--- src/rtl/ddr4_cmd_sequencer.sv ---
// Closed-page DDR4 command sequencer: one request at a time, ACT -> RD/WR -> PRE,
// with registered command-bus outputs and data-window strobes.
module ddr4_cmd_sequencer #(
    parameter int BGWIDTH     = 2,
    parameter int BAWIDTH     = 2,
    parameter int ADDRWIDTH   = 17,
    parameter int COLWIDTH    = 10,
    parameter int BL          = 8,
    parameter int TRCD        = 15,
    parameter int TCL         = 15,
    parameter int TRP         = 15,
    parameter int INIT_CYCLES = 5
) (
    input  logic                                 ck_t,
    input  logic                                 reset_n,
    input  logic                                 req_valid,
    output logic                                 req_ready,
    input  logic                                 req_write,
    input  logic [BGWIDTH-1:0]                   req_bg,
    input  logic [BAWIDTH-1:0]                   req_ba,
    input  logic [ADDRWIDTH-1:0]                 req_row,
    input  logic [COLWIDTH-1:0]                  req_col,
    output logic                                 cs_n,
    output logic                                 act_n,
    output logic [ADDRWIDTH-1:0]                 A,
    output logic [BGWIDTH-1:0]                   bg,
    output logic [BAWIDTH-1:0]                   ba,
    output logic                                 writing,
    output logic                                 rd_window,
    output logic [2**(BGWIDTH+BAWIDTH)-1:0]      sync,
    output logic                                 busy
);

    localparam int NBANK = 2**(BGWIDTH+BAWIDTH);

    typedef enum logic [3:0] {
        INIT, IDLE, ACT, RCD, CMD, BURST, CLWAIT, PRE, RP
    } state_t;

    state_t               state;
    logic [15:0]          cnt;
    logic                 lat_write;
    logic [COLWIDTH-1:0]  lat_col;

    function automatic logic [ADDRWIDTH-1:0] cas_addr(input logic rd,
                                                      input logic [COLWIDTH-1:0] col);
        logic [ADDRWIDTH-1:0] a;
        a = '0;
        a[COLWIDTH-1:0] = col;
        a[16:14] = rd ? 3'b101 : 3'b100;
        return a;
    endfunction

    function automatic logic [ADDRWIDTH-1:0] pre_addr();
        logic [ADDRWIDTH-1:0] a;
        a = '0;
        a[16:14] = 3'b010;
        return a;
    endfunction

    // Outputs are registered alongside the state, so every branch below drives
    // the values belonging to the state being entered, not the current one.
    always_ff @(posedge ck_t or negedge reset_n) begin
        if (!reset_n) begin
            state     <= INIT;
            cnt       <= '0;
            lat_write <= 1'b0;
            lat_col   <= '0;
            cs_n      <= 1'b1;
            act_n     <= 1'b1;
            A         <= '0;
            bg        <= '0;
            ba        <= '0;
            writing   <= 1'b0;
            rd_window <= 1'b0;
            sync      <= '0;
            busy      <= 1'b0;
            req_ready <= 1'b0;
        end else begin
            cs_n  <= 1'b1;
            act_n <= 1'b1;
            A     <= '0;
            case (state)
                INIT: begin
                    if (int'(cnt) + 1 >= INIT_CYCLES) begin
                        state     <= IDLE;
                        cnt       <= '0;
                        req_ready <= 1'b1;
                    end else begin
                        cnt <= cnt + 16'd1;
                    end
                end
                IDLE: begin
                    if (req_valid) begin
                        state     <= ACT;
                        req_ready <= 1'b0;
                        busy      <= 1'b1;
                        lat_write <= req_write;
                        lat_col   <= req_col;
                        cs_n      <= 1'b0;
                        act_n     <= 1'b0;
                        A         <= req_row;
                        bg        <= req_bg;
                        ba        <= req_ba;
                        sync      <= NBANK'(1) << {req_bg, req_ba};
                    end
                end
                ACT: begin
                    state <= RCD;
                    cnt   <= '0;
                end
                RCD: begin
                    if (int'(cnt) + 1 >= TRCD - 1) begin
                        state   <= CMD;
                        cs_n    <= 1'b0;
                        A       <= cas_addr(!lat_write, lat_col);
                        writing <= lat_write;
                    end else begin
                        cnt <= cnt + 16'd1;
                    end
                end
                CMD: begin
                    cnt <= '0;
                    if (lat_write) begin
                        if (BL <= 1) begin
                            state   <= PRE;
                            cs_n    <= 1'b0;
                            A       <= pre_addr();
                            writing <= 1'b0;
                            sync    <= '0;
                        end else begin
                            state <= BURST;
                        end
                    end else if (TCL <= 1) begin
                        state     <= BURST;
                        rd_window <= 1'b1;
                    end else begin
                        state <= CLWAIT;
                    end
                end
                CLWAIT: begin
                    if (int'(cnt) + 1 >= TCL - 1) begin
                        state     <= BURST;
                        cnt       <= '0;
                        rd_window <= 1'b1;
                    end else begin
                        cnt <= cnt + 16'd1;
                    end
                end
                // Write bursts already spent one beat in CMD, reads spend all BL here.
                BURST: begin
                    if (int'(cnt) + 1 >= (lat_write ? BL - 1 : BL)) begin
                        state     <= PRE;
                        cs_n      <= 1'b0;
                        A         <= pre_addr();
                        writing   <= 1'b0;
                        rd_window <= 1'b0;
                        sync      <= '0;
                    end else begin
                        cnt <= cnt + 16'd1;
                    end
                end
                PRE: begin
                    state <= RP;
                    cnt   <= '0;
                end
                RP: begin
                    if (int'(cnt) + 1 >= TRP) begin
                        state     <= IDLE;
                        busy      <= 1'b0;
                        req_ready <= 1'b1;
                        bg        <= '0;
                        ba        <= '0;
                    end else begin
                        cnt <= cnt + 16'd1;
                    end
                end
                default: state <= INIT;
            endcase
        end
    end

endmodule
--- config.mk ---
export PLATFORM = sky130hd
export DESIGN_NAME = ddr4_cmd_sequencer
export DESIGN_NICKNAME = d
export VERILOG_FILES = /design/src/rtl/ddr4_cmd_sequencer.sv
export SDC_FILE = /design/constraint.sdc
export NUM_CORES = 1
export LEC_CHECK = 0
export ABC_AREA = 1
export BUFFER_PORTS_ARGS = -buffer_cell sky130_fd_sc_hd__buf_4
export CAP_MARGIN = 20
export CORE_ASPECT_RATIO = 0.8
export CORE_MARGIN = 2
export CORE_UTILIZATION = 26
export DETAILED_ROUTE_END_ITERATION = 8
export GPL_ROUTABILITY_DRIVEN = 0
export PLACE_DENSITY = 0.51
export SLEW_MARGIN = 20
export SYNTH_ARGS = -nofsm -noshare
export SYNTH_HDL_FRONTEND = slang
export SYNTH_SLANG_ARGS = --single-unit
--- constraint.sdc ---
create_clock -name ck_t -period 2.5 [get_ports ck_t]
set_input_delay 0.125 -clock ck_t [delete_from_list [all_inputs] [get_ports ck_t]]
set_output_delay 0.125 -clock ck_t [all_outputs]
set_load 0.01 [all_outputs]
==> summary.txt <==
========================================================================================
Endpoints failing setup ...................................................            0
Via count of the first global-routing pass ................................         3476
Largest driver fanout on the critical path ................................            7
H-tree Lvls ...............................................................            3
Critical Path End Type ....................................................         flop
Type of the worst setup path .............................................. flop to flop
Number of buffer cells added on primary ports .............................           77
Fill count ................................................................         1540
Post-Syn Area per Cell ....................................................   7.79 sq um
Routed wire per std cell ..................................................      12.6 um
Portion of the clock cycle consumed by the worst path in the final layout .        91.5%
Wire length of the first global-routing pass ..............................     16900 um
Min cycle time layout .....................................................      2.29 ns
Core Util, Final ..........................................................        36.1%
Area growth from synthesis to layout ......................................        37.6%
Post-DR vias/cell .........................................................         4.48
Share of total power in sequential cells ..................................        31.4%
Worst-Margin Slew .........................................................     0.555 ns
Largest net degree at the start of global routing .........................           75
Layout Nets ...............................................................          655
Type of the tightest min-delay check ...................................... primary input to flop
Share of power burned in combinational logic ..............................        42.8%
Fin. Hold Viols ...........................................................            0
TritonCTS clock tree ......................................................          yes
DR vias ...................................................................         3607
Number of register bits inferred by synthesis .............................           74
Internal power ............................................................      3.55 mW
Fmax ......................................................................      437 MHz
VDD IR-drop max ...........................................................   0.000499 V
Wire length after detailed routing ........................................     10200 um
Power density normalized to cell area ..................................... 1070 nW/um^2
Worst path arrival time ...................................................      2.51 ns
Syn Std Cell Area .........................................................   3900 sq um
Total power draw ..........................................................      5.76 mW
Multi-input combinational cell area .......................................   1830 sq um
CTS Root Cell ............................................................. sky130_fd_sc_hd__clkbuf_16
Number of synthesized flops with an enable pin ............................            0
Post-layout instance area .................................................   5370 sq um
Net switching share of the total power ....................................        38.4%
Total negative slack ......................................................         0 ns
Die height ................................................................       114 um
First-pass iteration count of the detailed router .........................            4
Ys flop type .............................................................. sky130_fd_sc_hd__dfrtp_1
Initial Util ..............................................................        26.3%
Buffers from clock root to sink, at most ..................................            2
Largest clock skew in the final design ....................................    0.0106 ns
Clock network latency to the later pin of the worst-skew pair .............      0.34 ns
Leakage ...................................................................      2.82 nW
Final ANT Viol Nets .......................................................            0
Sequential Area ...........................................................   1860 sq um
Grt total ovfl ............................................................            0
Area inside the core boundary .............................................  14900 sq um
Die ar. ...................................................................  16000 sq um
Fraction of the yosys area taken by sequential cells ......................        47.5%
Antenna Diode Count .......................................................            0
Result of the run .........................................................    completed
Critical path startpoint category .........................................         flop
Synth Net Count ...........................................................          544
Die extent in x ...........................................................       141 um
Net Sw Power ..............................................................      2.21 mW
Asr flop ratio synth ......................................................         100%
Clock Pin Slew Worst Setup and Hold Paths .................................      0.06 ns
Total CTS buffers .........................................................            9
Worst relative slew slack .................................................        62.9%
Antenna violations before repair ..........................................            0
Post-detail-place hpwl ....................................................      7540 um
Part of the power in the clock network ....................................        25.8%
Number of distinct library cells after synthesis ..........................           30
Req. time, crit path ......................................................      2.72 ns
Count of final max-slew check failures ....................................            0
Initial detailed-routing violation count ..................................          178
Global-route total usage across every layer ...............................        13.1%
Cell Rows .................................................................           40
Total DRC errors in the routed layout .....................................            0
Setup slack of the worst register-to-register path ........................      0.21 ns
Total number of yosys warnings ............................................            0
Gate count of the mapped netlist ..........................................          501
Num Clock Sinks ...........................................................           74
Share of post-route cells with drive strength above 1 .....................        25.8%
Max-cap check violation count .............................................            0
Ports .....................................................................           78
Dpl cell area .............................................................   4730 sq um
========================================================================================
registers in the layout, indices dropped and copies added (netlist names):
signal,cells
cnt,16
act_n,1
A,17
req_ready,1
busy,1
bg,2
sync,16
rd_window,1
lat_col,10
cs_n,1
writing,1
ba,2
lat_write,1
state,4
stage by stage:
| stage | hold WS [ns] | setup WS (ns) | cells |
|---|---|---|---|
| finish | 0.0119 | 0.213 | 806 |
| global route | 0.00389 | -0.0234 | 806 |
| CTS | 0.00155 | 0.00228 | 801 |
| detailed placement | 0.325 | 0.0330 | 766 |
| global placement | 0.327 | 0.0943 | 766 |
| floorplan | -0.171 | 0.235 | 501 |
worst max-delay path: stages (launching register included):
cell,delay (ns)
sky130_fd_sc_hd__dfrtp_2,0.43
sky130_fd_sc_hd__ha_2,0.22
sky130_fd_sc_hd__nand2_1,0.09
sky130_fd_sc_hd__nor2_4,0.20
sky130_fd_sc_hd__nand3_1,0.10
sky130_fd_sc_hd__nand2_1,0.07
sky130_fd_sc_hd__nand2_1,0.04
sky130_fd_sc_hd__nor2_1,0.13
sky130_fd_sc_hd__nand2_2,0.12
sky130_fd_sc_hd__nor2_8,0.15
sky130_fd_sc_hd__nand2_2,0.09
sky130_fd_sc_hd__nand2_4,0.08
sky130_fd_sc_hd__buf_4,0.13
sky130_fd_sc_hd__nand4_2,0.15
sky130_fd_sc_hd__nand2_1,0.11
sky130_fd_sc_hd__nand2_1,0.05
Yosys cell counts, types with 2 or more instances:
master                     number  area share (%)
sky130_fd_sc_hd__nand2_1      153              15
sky130_fd_sc_hd__dfrtp_1       72              46
sky130_fd_sc_hd__nand3_1       72             9.2
sky130_fd_sc_hd__nor2_1        50             4.8
sky130_fd_sc_hd__inv_1         44             4.2
sky130_fd_sc_hd__o21ai_0       16             2.1
sky130_fd_sc_hd__nor2_2        14             2.2
sky130_fd_sc_hd__nor3_1        13             1.7
sky130_fd_sc_hd__nand4_1       11             1.8
sky130_fd_sc_hd__nand2_2       10             1.6
sky130_fd_sc_hd__clkbuf_1       8            0.77
sky130_fd_sc_hd__ha_1           8             2.6
sky130_fd_sc_hd__nor2_4         4             1.2
sky130_fd_sc_hd__inv_2          3            0.29
sky130_fd_sc_hd__nand2_4        3            0.87
sky130_fd_sc_hd__buf_6          2            0.58
sky130_fd_sc_hd__dfstp_2        2             1.3
sky130_fd_sc_hd__nor2_8         2             1.0
sky130_fd_sc_hd__o21bai_1       2            0.38
sky130_fd_sc_hd__xor2_1         2            0.45
cell families (layout without fill, tap and decap cells):
kind of cell,Yosys count,in the layout,synth area share (%)
buffers and inverters,61,177,6.66
and+or+nand+nor,334,334,39.5
adders and majority gates,8,8,2.56
DFF,74,74,47.5
AOI/OAI and AO/OA,22,22,3.30
xor gates and xnor gates,2,2,0.449
worst paths after layout:
check,from,to,cells after the start
setup / recovery,cnt[0],cnt[2],15
hold reg to reg,lat_col[9],lat_col[9],2
setup reg to reg,cnt[0],cnt[2],15
max in group asynchronous,reset_n,cs_n,3
hold / removal,req_row[5],A[5],3
min in group asynchronous,reset_n,cnt[5],2
per-layer routing:
metal	wire (um)	global-route usage (%)
met5	0	0
met1	5070	18.8
met4	127	3.73
met3	493	3.40
met2	4470	19.6
cell type report:
cell class              count  area share (%)
flip-flops and latches     74            34.6
multi-input cells         366            34.0
inverters                  48            3.40
clock inverters             6            2.10
well taps                 189            4.40
repair buffers            113            17.3
clock buffers              10            4.26
cells in the final DEF, fill, tap and decap left out, types with 2 or more instances in the layout:
cell	count
sky130_fd_sc_hd__dfrtp_2	3
sky130_fd_sc_hd__nand3_1	71
sky130_fd_sc_hd__bufinv_16	3
sky130_fd_sc_hd__o21bai_1	2
sky130_fd_sc_hd__nor2_8	2
sky130_fd_sc_hd__inv_2	2
sky130_fd_sc_hd__inv_1	44
sky130_fd_sc_hd__dfstp_2	2
sky130_fd_sc_hd__ha_1	7
sky130_fd_sc_hd__nor2_1	47
sky130_fd_sc_hd__nand2_4	5
sky130_fd_sc_hd__buf_4	92
sky130_fd_sc_hd__nor2_2	16
sky130_fd_sc_hd__nand2_2	8
sky130_fd_sc_hd__nand4_1	11
sky130_fd_sc_hd__nor3_1	12
sky130_fd_sc_hd__nand2_1	153
sky130_fd_sc_hd__xor2_1	2
sky130_fd_sc_hd__dfrtp_1	69
sky130_fd_sc_hd__clkbuf_16	9
sky130_fd_sc_hd__dlygate4sd3_1	19
sky130_fd_sc_hd__o21ai_0	16
sky130_fd_sc_hd__nor2_4	5
timing repair:
item | CTS | global route
setup buffers | 0 | 4
hold buffers | 19 | 0
endpoints found under the setup margin | 0 | 36
resized for setup | 0 | 12
endpoints found under the hold margin | 53 | 0
power by group through the flow:
stage          sequential, mW  clock [mW]  combinational (mW)
6_report                 1.81        1.49                2.46
3_5_place_dp             1.81           0                2.28
5_1_grt                  1.85        1.58                2.78
4_1_cts                  1.80        1.52                2.32
2_1_floorplan            1.86           0                1.42
3_3_place_gp             1.81           0                2.27
Note: power is estimated with default switching activity, not from simulation.
